## src/rtl/seq_rec_sched_pkg.sv

```systemverilog
// Shared definitions for the sequence-recorder scheduler: FSM state encoding,
// default recorder register map and the gap timer width.
package seq_rec_sched_pkg;

  typedef enum logic [3:0] {
    S_IDLE      = 4'd0,
    S_WR_SIZE0  = 4'd1,
    S_WR_SIZE1  = 4'd2,
    S_WR_START  = 4'd3,
    S_POLL_RD   = 4'd4,
    S_POLL_WAIT = 4'd5,
    S_GAP       = 4'd6,
    S_MEM_RD    = 4'd7,
    S_MEM_WAIT  = 4'd8,
    S_PUSH      = 4'd9,
    S_NEXT      = 4'd10,
    S_FINISH    = 4'd11
  } state_t;

  localparam int DEF_ABUSWIDTH  = 16;
  localparam int DEF_REC_BASE   = 0;
  localparam int DEF_SIZE_OFF   = 3;
  localparam int DEF_START_OFF  = 1;
  localparam int DEF_STATUS_OFF = 2;
  localparam int DEF_MEM_OFF    = 'h1000;
  localparam int DEF_POLL_GAP   = 8;

  // Width of the poll-gap down-counter.
  localparam int TMR_W = 8;

endpackage

```

## src/rtl/seq_rec_sched_timer.sv

```systemverilog
// Loadable down-counter used to space out READY polls; o_zero is high
// whenever the count has reached zero.
module seq_rec_sched_timer
  import seq_rec_sched_pkg::*;
(
  input  logic             i_clk,
  input  logic             i_srst,
  input  logic             i_load,
  input  logic [TMR_W-1:0] i_load_val,
  input  logic             i_dec,
  output logic             o_zero
);

  logic [TMR_W-1:0] r_count;

  // Load has priority; decrement stops at zero so the flag stays stable.
  always_ff @(posedge i_clk) begin
    if (i_srst) begin
      r_count <= '0;
    end else if (i_load) begin
      r_count <= i_load_val;
    end else if (i_dec && (r_count != '0)) begin
      r_count <= r_count - 1'b1;
    end
  end

  assign o_zero = (r_count == '0);

endmodule

```

## src/rtl/seq_rec_sched.sv

```systemverilog
// Scheduler that programs a sequence recorder over a simple strobe bus,
// polls it for READY, streams the captured bytes to a sink and repeats
// the capture a configurable number of times.
module seq_rec_sched
  import seq_rec_sched_pkg::*;
#(
  parameter int ABUSWIDTH  = DEF_ABUSWIDTH,
  parameter int REC_BASE   = DEF_REC_BASE,
  parameter int SIZE_OFF   = DEF_SIZE_OFF,
  parameter int START_OFF  = DEF_START_OFF,
  parameter int STATUS_OFF = DEF_STATUS_OFF,
  parameter int MEM_OFF    = DEF_MEM_OFF,
  parameter int POLL_GAP   = DEF_POLL_GAP
) (
  input  logic                 BUS_CLK,
  input  logic                 BUS_RST,
  input  logic                 CMD_START,
  input  logic                 CMD_ABORT,
  input  logic [15:0]          CFG_SIZE,
  input  logic [7:0]           CFG_REPEAT,
  output logic [ABUSWIDTH-1:0] M_ADD,
  output logic [7:0]           M_DATA_OUT,
  input  logic [7:0]           M_DATA_IN,
  output logic                 M_WR,
  output logic                 M_RD,
  output logic [7:0]           OUT_DATA,
  output logic                 OUT_WRITE,
  input  logic                 OUT_FULL,
  output logic                 BUSY,
  output logic                 DONE,
  output logic [7:0]           CAP_CNT
);

  localparam logic [ABUSWIDTH-1:0] A_SIZE0  = ABUSWIDTH'(REC_BASE + SIZE_OFF);
  localparam logic [ABUSWIDTH-1:0] A_SIZE1  = ABUSWIDTH'(REC_BASE + SIZE_OFF + 1);
  localparam logic [ABUSWIDTH-1:0] A_START  = ABUSWIDTH'(REC_BASE + START_OFF);
  localparam logic [ABUSWIDTH-1:0] A_STATUS = ABUSWIDTH'(REC_BASE + STATUS_OFF);
  localparam logic [ABUSWIDTH-1:0] A_MEM    = ABUSWIDTH'(REC_BASE + MEM_OFF);
  // The timer counts POLL_GAP-1 down to 0, giving POLL_GAP cycles in GAP.
  localparam logic [TMR_W-1:0]     GAP_LOAD = TMR_W'(POLL_GAP - 1);
  localparam bit                   GAP_EN   = (POLL_GAP != 0);

  state_t      r_state;
  state_t      w_next_state;
  logic [15:0] r_size;
  logic [7:0]  r_repeat;
  logic [15:0] r_idx;
  logic [7:0]  r_cap_cnt;
  logic [7:0]  r_out_data;
  logic        r_busy;
  logic        r_abort_pend;

  logic        w_abort;
  logic        w_start;
  logic        w_idx_clr;
  logic        w_idx_inc;
  logic        w_cap_inc;
  logic        w_capture;
  logic        w_tmr_load;
  logic        w_tmr_dec;
  logic        w_tmr_zero;

  // An abort pulse counts immediately and is also remembered until the run ends.
  assign w_abort = r_abort_pend | CMD_ABORT;

  seq_rec_sched_timer u_gap_timer (
    .i_clk      (BUS_CLK),
    .i_srst     (BUS_RST),
    .i_load     (w_tmr_load),
    .i_load_val (GAP_LOAD),
    .i_dec      (w_tmr_dec),
    .o_zero     (w_tmr_zero)
  );

  // State register.
  always_ff @(posedge BUS_CLK) begin
    if (BUS_RST) begin
      r_state <= S_IDLE;
    end else begin
      r_state <= w_next_state;
    end
  end

  // Next-state decode plus Moore-style bus strobes; only OUT_WRITE looks at OUT_FULL.
  always_comb begin
    w_next_state = r_state;
    w_start      = 1'b0;
    w_idx_clr    = 1'b0;
    w_idx_inc    = 1'b0;
    w_cap_inc    = 1'b0;
    w_capture    = 1'b0;
    w_tmr_load   = 1'b0;
    w_tmr_dec    = 1'b0;
    M_ADD        = '0;
    M_DATA_OUT   = '0;
    M_WR         = 1'b0;
    M_RD         = 1'b0;
    OUT_WRITE    = 1'b0;
    DONE         = 1'b0;
    case (r_state)
      S_IDLE: begin
        if (CMD_START) begin
          w_start      = 1'b1;
          w_next_state = (CFG_SIZE == 16'd0) ? S_FINISH : S_WR_SIZE0;
        end
      end
      S_WR_SIZE0: begin
        M_WR         = 1'b1;
        M_ADD        = A_SIZE0;
        M_DATA_OUT   = r_size[7:0];
        w_next_state = w_abort ? S_FINISH : S_WR_SIZE1;
      end
      S_WR_SIZE1: begin
        M_WR         = 1'b1;
        M_ADD        = A_SIZE1;
        M_DATA_OUT   = r_size[15:8];
        w_next_state = w_abort ? S_FINISH : S_WR_START;
      end
      S_WR_START: begin
        M_WR         = 1'b1;
        M_ADD        = A_START;
        w_next_state = w_abort ? S_FINISH : S_POLL_RD;
      end
      S_POLL_RD: begin
        M_RD         = 1'b1;
        M_ADD        = A_STATUS;
        w_next_state = w_abort ? S_FINISH : S_POLL_WAIT;
      end
      S_POLL_WAIT: begin
        if (w_abort) begin
          w_next_state = S_FINISH;
        end else if (M_DATA_IN[0]) begin
          w_idx_clr    = 1'b1;
          w_next_state = S_MEM_RD;
        end else if (GAP_EN) begin
          w_tmr_load   = 1'b1;
          w_next_state = S_GAP;
        end else begin
          w_next_state = S_POLL_RD;
        end
      end
      S_GAP: begin
        if (w_abort) begin
          w_next_state = S_FINISH;
        end else if (w_tmr_zero) begin
          w_next_state = S_POLL_RD;
        end else begin
          w_tmr_dec = 1'b1;
        end
      end
      // A memory read, once issued, always runs through to its push.
      S_MEM_RD: begin
        M_RD         = 1'b1;
        M_ADD        = A_MEM + ABUSWIDTH'(r_idx);
        w_next_state = S_MEM_WAIT;
      end
      S_MEM_WAIT: begin
        w_capture    = 1'b1;
        w_next_state = S_PUSH;
      end
      S_PUSH: begin
        if (!OUT_FULL) begin
          OUT_WRITE = 1'b1;
          if (r_idx == (r_size - 16'd1)) begin
            w_next_state = S_NEXT;
          end else if (w_abort) begin
            w_next_state = S_FINISH;
          end else begin
            w_idx_inc    = 1'b1;
            w_next_state = S_MEM_RD;
          end
        end
      end
      S_NEXT: begin
        w_cap_inc = 1'b1;
        // 8-bit compare makes a repeat of 0 match after 256 captures.
        if (w_abort || ((r_cap_cnt + 8'd1) == r_repeat)) begin
          w_next_state = S_FINISH;
        end else begin
          w_next_state = S_WR_START;
        end
      end
      S_FINISH: begin
        DONE         = 1'b1;
        w_next_state = S_IDLE;
      end
      default: begin
        w_next_state = S_IDLE;
      end
    endcase
  end

  // Run configuration, byte index, capture count and captured byte.
  always_ff @(posedge BUS_CLK) begin
    if (BUS_RST) begin
      r_size     <= '0;
      r_repeat   <= '0;
      r_idx      <= '0;
      r_cap_cnt  <= '0;
      r_out_data <= '0;
    end else begin
      if (w_start) begin
        r_size    <= CFG_SIZE;
        r_repeat  <= CFG_REPEAT;
        r_cap_cnt <= '0;
      end else if (w_cap_inc) begin
        r_cap_cnt <= r_cap_cnt + 8'd1;
      end
      if (w_idx_clr) begin
        r_idx <= '0;
      end else if (w_idx_inc) begin
        r_idx <= r_idx + 16'd1;
      end
      if (w_capture) begin
        r_out_data <= M_DATA_IN;
      end
    end
  end

  // BUSY spans the run; abort requests are held until the run finishes.
  always_ff @(posedge BUS_CLK) begin
    if (BUS_RST) begin
      r_busy       <= 1'b0;
      r_abort_pend <= 1'b0;
    end else begin
      if (w_start && (CFG_SIZE != 16'd0)) begin
        r_busy <= 1'b1;
      end else if (r_state == S_FINISH) begin
        r_busy <= 1'b0;
      end
      if ((r_state == S_IDLE) || (r_state == S_FINISH)) begin
        r_abort_pend <= 1'b0;
      end else if (CMD_ABORT) begin
        r_abort_pend <= 1'b1;
      end
    end
  end

  assign BUSY     = r_busy;
  assign CAP_CNT  = r_cap_cnt;
  assign OUT_DATA = r_out_data;

endmodule
```

## config.mk

```make
export PLATFORM = sky130hd
export DESIGN_NAME = seq_rec_sched
export DESIGN_NICKNAME = d
export VERILOG_FILES = /design/src/rtl/seq_rec_sched_pkg.sv /design/src/rtl/seq_rec_sched_timer.sv /design/src/rtl/seq_rec_sched.sv
export SDC_FILE = /design/constraint.sdc
export NUM_CORES = 1
export LEC_CHECK = 0
export CAP_MARGIN = 20
export CORE_ASPECT_RATIO = 0.75
export CORE_MARGIN = 5
export CORE_UTILIZATION = 49
export CTS_CLUSTER_DIAMETER = 50
export DETAILED_ROUTE_END_ITERATION = 8
export PLACE_DENSITY = 0.78
export SYNTH_ARGS = -nofsm -noshare
export SYNTH_HDL_FRONTEND = slang
export SYNTH_SLANG_ARGS = --single-unit
export TNS_END_PERCENT = 50
```

## constraint.sdc

```tcl
create_clock -name BUS_CLK -period 3.23 [get_ports BUS_CLK]
set_input_delay 0.4845 -clock BUS_CLK [delete_from_list [all_inputs] [get_ports BUS_CLK]]
set_output_delay 0.4845 -clock BUS_CLK [all_outputs]
set_load 0.01 [all_outputs]
```

==> results.json, run 1 <==
{
  "grt_pass1_wl_um": 19100,
  "nNetsFinal": 663,
  "cts_resized": 0,
  "final_util": 0.641,
  "io_buffer_count": 81,
  "critPathLaunchType": "register",
  "gp_congestion": 0.957,
  "first_pass_iters": 5,
  "die_h_um": 89.6,
  "p_total_mw": 3.55,
  "dpl-instance-area_um2": 5000,
  "diodes": 0,
  "path_class": "register to output pin",
  "setup_viol": 0,
  "top_level_ports": 82,
  "p_leak_nw": 1.96,
  "ir_drop_mv": 0.412,
  "synthTopCellsByArea": "dfxtp_1, nand2_1, a21oi_1, nor2_1, xnor2_1",
  "track_usage": 0.230,
  "layout_min_cycle_time_ps": 3030,
  "synthCells": 552,
  "grt_pass1_vias": 3956,
  "dp_slack_ps": 593,
  "cts_setup_buffers": 0,
  "cp_max_fo": 18,
  "fin_tns_setup_ps": 0,
  "cp.arrival_ps": 2550,
  "grt_max_degree": 44,
  "yosysSeqAreaShare": 0.339,
  "power.density_nw_per_um2": 665,
  "antenna_found_initial": 0,
  "die_w_um": 116,
  "hold_viol_final": 0,
  "cts_made_buffers": 9,
  "clock-sinks": 70,
  "synth.most_common_cell": "nand2_1",
  "clk_pin_slew_ps": 60,
  "final_area_um2": 5350,
  "tightestPinTransition_ps": 945,
  "ys_warn_count": 0,
  "drv_slew": 0,
  "gr-total-overflow": 0,
  "hold_buffers": 0,
  "synth_async_sr_flop_share": 0,
  "insertion_delay_ps": 330,
  "slew_headroom": 0.370,
  "maxCapViolations": 0,
  "syn_area_um2": 4140,
  "vias_per_cell": 5.74,
  "drtIter0Drc": 381,
  "tritoncts": "built",
  "cts-htree-levels": 3,
  "synth_edf_count": 0,
  "coreArea_um2": 8350,
  "start_util": 0.496,
  "post_drt_wl_per_cell_um": 15.9,
  "num_rows": 29,
  "hpwl_um": 8570,
  "synthToLayoutAreaGrowth_pct": 29.3,
  "whs_ps": 455,
  "critPathCaptureType": "output pin",
  "drc": 0,
  "wirelength_um": 11700,
  "avgSynthCellArea_um2": 7.49,
  "rsz0062_at_grt": "false",
  "synth_top_area_frac": 0.339,
  "synth.distinct_cells": 56,
  "outcome": "complete, no violations",
  "synthesis.nets": 595,
  "yosys.area.top_type": "dfxtp_1",
  "fin_crit_sh": 0.939,
  "ys_ff_latch": 70,
  "ant_nets": 0,
  "cts_root_buf": "clkbuf_16",
  "hp-class": "register to register",
  "crit_required_ps": 2750,
  "die_area_um2": 10400,
  "finalNonFillerCells": 733,
  "finClkSkew_ps": 3.76,
  "synthTopCellsByCount": "nand2_1, dfxtp_1, nor2_1, a21oi_1, clkbuf_1",
  "dpl.cell_count": 717,
  "drive_gt1_frac": 0.0624,
  "cts_buffer_depth": 2,
  "fin_ws_ps": 198,
  "fmax_mhz": 330,
  "via_count": 4210,
  "ys.flop_type": "dfxtp_1"
}
registers in the layout, summed over array words and instances, names as in the netlist:
register / cells
BUSY: 1
CAP_CNT: 8
OUT_DATA: 8
r_abort_pend: 1
r_idx: 16
r_repeat: 8
r_size: 16
r_state: 4
u_gap_timer.r_count: 8
final timing paths:
path / start / endpoint / slack, ps / cells past startpoint
worst max register to register: r_size[2] / r_idx[13] / 560 / 8
worst min-delay path: OUT_DATA[7] / OUT_DATA[7] / 450 / 2
worst min register to register: OUT_DATA[7] / OUT_DATA[7] / 450 / 2
worst max-delay path: r_state[2] / M_ADD[1] / 200 / 5
area by class of cell:
type / instances / area (um2)
Clock inverter: 5 / 106
Fill cell: 741 / 3000
Tap cell: 108 / 135
Multi-Input combinational cell: 438 / 2540
Clock buffer: 11 / 243
Timing Repair Buffer: 91 / 886
Sequential cell: 70 / 1400
Inverter: 10 / 37.5
cell usage in the layout, fill, tap and decap left out, drive strengths merged, types with 3 or more instances in the layout:
cell / count
o31ai: 4
bufinv: 3
o21ai: 21
xnor2: 22
or3: 8
nor2: 54
dfxtp: 70
buf: 10
mux2i: 6
nand3: 20
ha: 6
and3: 9
a21oi: 52
nor4: 13
inv: 10
or2: 3
clkdlybuf4s50: 81
nand2b: 9
a22oi: 9
nand2: 102
a31oi: 6
a211o: 3
nor3: 12
nand4: 7
and2: 12
o211ai: 5
clkbuf: 11
or4: 7
nor3b: 3
xor2: 21
report_power, final:
| group | internal [mW] | leakage (nW) | total [mW] | switching [mW] |
|---|---|---|---|---|
| Clock | 0.776 | 0.166 | 1.14 | 0.363 |
| Combinational | 0.553 | 1.23 | 1.27 | 0.716 |
| Sequential | 0.971 | 0.568 | 1.15 | 0.175 |
| Total | 2.30 | 1.96 | 3.55 | 1.25 |
worst max-delay path, stage by stage (launching register included):
cell and delay [ps]:
dfxtp_1 710, inv_1 240, nor2_1 280, a21oi_1 120, a211oi_1 270, clkdlybuf4s50_1 610
layer usage:
layer	track usage	part of all wire
met4	0.0495	0.0064
met2	0.374	0.46
met1	0.307	0.45
met3	0.0622	0.091
met5	0	0
cells by family (layout without fill, tap and decap cells):
kind of cell,Yosys count,count (layout),share of synthesized area
AOI/OAI and AO/OA,113,113,0.164
adders and majority gates,6,6,0.0182
muxes,6,6,0.0145
buffers and inverters,44,117,0.0472
DFF,70,70,0.339
xor gates and xnor gates,43,43,0.0911
and+or+nand+nor,270,270,0.326
Note: power is estimated with default switching activity, not from simulation.
==> run 2: changes to the inputs <==
--- a/config.mk
+++ b/config.mk
@@ -8,10 +8,10 @@
 export CAP_MARGIN = 20
 export CORE_ASPECT_RATIO = 0.75
 export CORE_MARGIN = 5
-export CORE_UTILIZATION = 49
-export CTS_CLUSTER_DIAMETER = 50
+export CORE_UTILIZATION = 33
+export CTS_CLUSTER_DIAMETER = 150
 export DETAILED_ROUTE_END_ITERATION = 8
-export PLACE_DENSITY = 0.78
+export PLACE_DENSITY = 0.57
 export SYNTH_ARGS = -nofsm -noshare
 export SYNTH_HDL_FRONTEND = slang
 export SYNTH_SLANG_ARGS = --single-unit
==> results.json, run 2 (synthesis gave the netlist of run 1 again) <==
{
  "hold_buffers": 0,
  "synthToLayoutAreaGrowth_pct": 30.9,
  "die_h_um": 107,
  "hold_viol_final": 0,
  "cts_root_buf": "clkbuf_16",
  "layout_min_cycle_time_ps": 2940,
  "start_util": 0.337,
  "coreArea_um2": 12300,
  "cts_buffer_depth": 2,
  "drv_slew": 0,
  "vias_per_cell": 5.26,
  "cts_made_buffers": 9,
  "layout_common_cells": "nand2_1, clkdlybuf4s50_1, dfxtp_1, nor2_1, a21oi_1",
  "clk_pin_slew_ps": 60,
  "critPathLaunchType": "register",
  "p_total_mw": 3.49,
  "drtIter0Drc": 342,
  "nNetsFinal": 665,
  "final_common_cell": "nand2_1",
  "io_buffer_count": 81,
  "ir_drop_mv": 0.345,
  "rsz0062_at_grt": "false",
  "fmax_mhz": 340,
  "antenna_found_initial": 0,
  "grt_pass1_wl_um": 20700,
  "via_count": 4173,
  "crit_required_ps": 2750,
  "ant_nets": 0,
  "cp_slowest_cell": "clkdlybuf4s50_1",
  "grt_pass1_vias": 4007,
  "drc": 0,
  "reg.largest.list": "r_idx x16, r_size x16",
  "first_pass_iters": 5,
  "cts-htree-levels": 3,
  "finClkSkew_ps": 9.20,
  "p_leak_nw": 1.96,
  "outcome": "complete, no violations",
  "hp-class": "register to register",
  "drive_gt1_frac": 0.0686,
  "diodes": 0,
  "top_level_ports": 82,
  "setup_viol": 0,
  "insertion_delay_ps": 330,
  "cp.arrival_ps": 2450,
  "die_area_um2": 14900,
  "tritoncts": "built",
  "hpwl_um": 9210,
  "fin_crit_sh": 0.910,
  "maxCapViolations": 0,
  "power.density_nw_per_um2": 644,
  "cpPeakStageDelay_ps": 610,
  "grt_max_degree": 44,
  "die_w_um": 139,
  "gp_congestion": 0.898,
  "fin_tns_setup_ps": 0,
  "post_drt_wl_per_cell_um": 15.5,
  "cp_max_fo": 11,
  "path_cells": "inv_2 -> nor2_1 -> a21oi_1 -> a211oi_1 -> clkdlybuf4s50_1",
  "path_class": "register to output pin",
  "slew_headroom": 0.567,
  "wirelength_um": 12300,
  "track_usage": 0.169,
  "clock-sinks": 70,
  "tightestPinTransition_ps": 649,
  "gr-total-overflow": 0,
  "critPathCaptureType": "output pin",
  "num_rows": 35
}
-- run 2: changes by cell type in the layout (fill, tap and decap cells not counted), sizes merged --
cell / before / now
clkinvlp: 1 / 2
buf: 10 / 12
clkinv: 1 / 2
bufinv: 3 / 2
clkbuf: 11 / 10
-- run 2: layout make-up --
| type | instances | area [um2] |
|---|---|---|
| multi-input combinational | 438 | 2540 |
| sequential | 70 | 1400 |
| fill | 1228 | 6850 |
| tap | 166 | 208 |
| clock buffer | 10 | 239 |
| inverter | 10 | 37.5 |
| clock inverter | 6 | 85.1 |
| timing repair buffer | 93 | 901 |
-- run 2: where the power goes --
group	leakage (nW)	internal, mW	switching, mW
Combinational	1.24	0.555	0.707
Clock	0.154	0.694	0.381
Sequential	0.568	0.971	0.179
-- run 2: layer usage --
metal	global-route usage	vias to the layer above	part of all wire	routed length, um
met5	0	-	0	0
met4	0.0384	0	0.012	150
met3	0.0415	16	0.061	747
met2	0.265	114	0.44	5460
met1	0.235	1972	0.48	5960
li1	-	2071	-	-
-- run 2: worst max-delay path: cells and delay by family (launching register included) --
kind / cells / cell delay [ps]
AO/OA/AOI/OAI: 2 / 470
AND/OR/NAND/NOR: 1 / 280
flip-flops: 1 / 560
buffers and inverters: 2 / 800
-- run 2: per-stage QoR --
step / instances / hold WS [ps] / util / instance area (um2) / setup WS [ps]
finish: 793 / 455 / 0.441 / 5410 / 292
global route: 793 / 487 / 0.441 / 5410 / 200
CTS: 792 / 458 / 0.441 / 5400 / 256
detailed placement: 776 / 450 / 0.414 / 5080 / 556
global placement: 776 / 442 / 0.414 / 5080 / 624
floorplan: 552 / 448 / - / 4140 / 739
-- run 2: final timing paths --
| path | from | to | slack (ps) | cells after the start |
|---|---|---|---|---|
| worst max-delay path | r_state[1] | M_ADD[1] | 290 | 5 |
| worst min-delay path | OUT_DATA[4] | OUT_DATA[4] | 450 | 2 |
| worst max register to register | r_size[2] | r_idx[4] | 530 | 8 |
| worst min register to register | OUT_DATA[4] | OUT_DATA[4] | 450 | 2 |
-- run 2: timing repair --
item | in CTS | in global routing
endpoints found under the setup margin | 0 | 1
gates resized for setup | 0 | 1
endpoints found under the hold margin | 0 | 0
buffers inserted | 0 | 0
==> run 3: changes to the inputs <==
--- a/config.mk
+++ b/config.mk
@@ -6,12 +6,12 @@
 export NUM_CORES = 1
 export LEC_CHECK = 0
 export CAP_MARGIN = 20
-export CORE_ASPECT_RATIO = 0.75
+export CORE_ASPECT_RATIO = 1.5
 export CORE_MARGIN = 5
 export CORE_UTILIZATION = 33
-export CTS_CLUSTER_DIAMETER = 150
 export DETAILED_ROUTE_END_ITERATION = 8
 export PLACE_DENSITY = 0.57
+export SLEW_MARGIN = 25
 export SYNTH_ARGS = -nofsm -noshare
 export SYNTH_HDL_FRONTEND = slang
 export SYNTH_SLANG_ARGS = --single-unit
==> results.json, run 3 (synthesis gave the netlist of run 1 again) <==
{
  "drv_slew": 0,
  "grt_max_degree": 32,
  "post_drt_wl_per_cell_um": 15.7,
  "via_count": 4151,
  "cp.arrival_ps": 2550,
  "maxCapViolations": 0,
  "crit_required_ps": 2750,
  "swShare": 0.363,
  "cts_resized": 0,
  "grt_pass1_wl_um": 20000,
  "die_area_um2": 14900,
  "cts_buffer_depth": 2,
  "pwr-share-comb": 0.373,
  "nNetsFinal": 663,
  "p_sw_mw": 1.26,
  "r2r_start": "r_size[7]",
  "ant_nets": 0,
  "path_class": "register to output pin",
  "layout_min_cycle_time_ps": 3030,
  "antenna_found_initial": 0,
  "cts_setup_buffers": 0,
  "hold_buffers": 0,
  "fin_tns_setup_ps": 0,
  "final_util": 0.434,
  "first_pass_iters": 5,
  "whs_endpoint": "OUT_DATA[0]",
  "cts-htree-levels": 3,
  "cts_root_buf": "clkbuf_16",
  "die_w_um": 101,
  "synthToLayoutAreaGrowth_pct": 30.0,
  "start_util": 0.334,
  "hold_start": "OUT_DATA[0]",
  "wirelength_um": 12300,
  "reg2reg_depth": 8,
  "hold_viol_final": 0,
  "critPathCaptureType": "output pin",
  "critPathLaunchType": "register",
  "rsz0062_at_grt": "false",
  "clk_pin_slew_ps": 50,
  "drc": 0,
  "vias_per_cell": 5.31,
  "finClkSkew_ps": 8.01,
  "ir_drop_mv": 0.324,
  "tightestPinTransition_ps": 992,
  "top_level_ports": 82,
  "drive_gt1_frac": 0.0608,
  "layout_common_cells": "nand2_1, clkdlybuf4s50_1, dfxtp_1, nor2_1, a21oi_1",
  "outcome": "complete, no violations",
  "fmax_mhz": 329,
  "clkPwrFrac": 0.304,
  "r2r_end": "r_idx[13]",
  "reg2reg_slack_ps": 530,
  "io_buffer_count": 81,
  "grt_pass1_vias": 4033,
  "diodes": 0,
  "track_usage": 0.167,
  "cts_made_buffers": 9,
  "p_seq_frac": 0.324,
  "setup_viol": 0,
  "cp_max_fo": 11,
  "coreArea_um2": 12400,
  "slew_headroom": 0.339,
  "fin_crit_sh": 0.940,
  "hold_depth": 2,
  "drtIter0Drc": 225,
  "gr-total-overflow": 0,
  "tritoncts": "built",
  "power.density_nw_per_um2": 648,
  "p_leak_nw": 1.95,
  "hpwl_um": 9260,
  "hp-class": "register to register",
  "num_rows": 50,
  "reg.largest.list": "r_idx x16, r_size x16",
  "insertion_delay_ps": 330,
  "gp_congestion": 0.873,
  "clock-sinks": 70,
  "final_common_cell": "nand2_1",
  "die_h_um": 147,
  "intPower_mw": 2.22
}
[run 3: changes by cell type in the layout (fill, tap and decap cells not counted), sizes merged]
cell      before  now
buf           12   10
clkbuf        10   12
clkinvlp       2    0
[run 3: final cells by class]
type	count	area, um2
Timing Repair Buffer	91	886
Clock buffer	12	246
Inverter	10	37.5
Fill cell	1290	7010
Sequential cell	70	1400
Multi-Input combinational cell	438	2540
Tap cell	156	195
Clock inverter	4	70.1
[run 3: metrics by stage]
stage	cell area [um2]	hold slack, ps	worst slack [ps]	cells	power (mW)
floorplan	4140	448	739	552	1.99
finish	5380	452	195	781	3.48
detailed placement	5060	449	555	765	2.43
global placement	5060	445	550	765	2.41
CTS	5380	456	208	781	3.50
global route	5380	478	0.477	781	3.70
[run 3: power by group through the flow]
stage | combinational, mW | sequential (mW) | clock (mW)
2_1_floorplan | 0.919 | 1.07 | 0
3_5_place_dp | 1.29 | 1.14 | 0
6_report | 1.30 | 1.13 | 1.06
5_1_grt | 1.44 | 1.14 | 1.12
3_3_place_gp | 1.27 | 1.14 | 0
4_1_cts | 1.29 | 1.12 | 1.08
[run 3: worst max-delay path by stage]
stage                          start  cells after the start       endpoint  slack, ps
after floorplan            r_size[3]                     10      r_idx[10]        740
after global placement    r_state[1]                      5  M_DATA_OUT[2]        550
after detailed placement   r_size[7]                      8      r_idx[13]        560
after CTS                 r_state[1]                      5  M_DATA_OUT[0]        210
after global routing      r_state[1]                      5  M_DATA_OUT[1]        0.5
final                     r_state[1]                      5  M_DATA_OUT[2]        200
[run 3: worst max-delay path, stage by stage (launching register included)]
cell,delay [ps]
dfxtp_1,580
inv_2,190
nor2_1,520
a22oi_1,190
nor2_1,180
clkdlybuf4s50_1,560
[run 3: metal layers]
metal  up-vias  global-route usage  share of wire
met2       107               0.282           0.49
met5         -                   0              0
met3        25              0.0323          0.047
li1       2057                   -              -
met4         0              0.0672          0.027
met1      1962               0.203           0.43
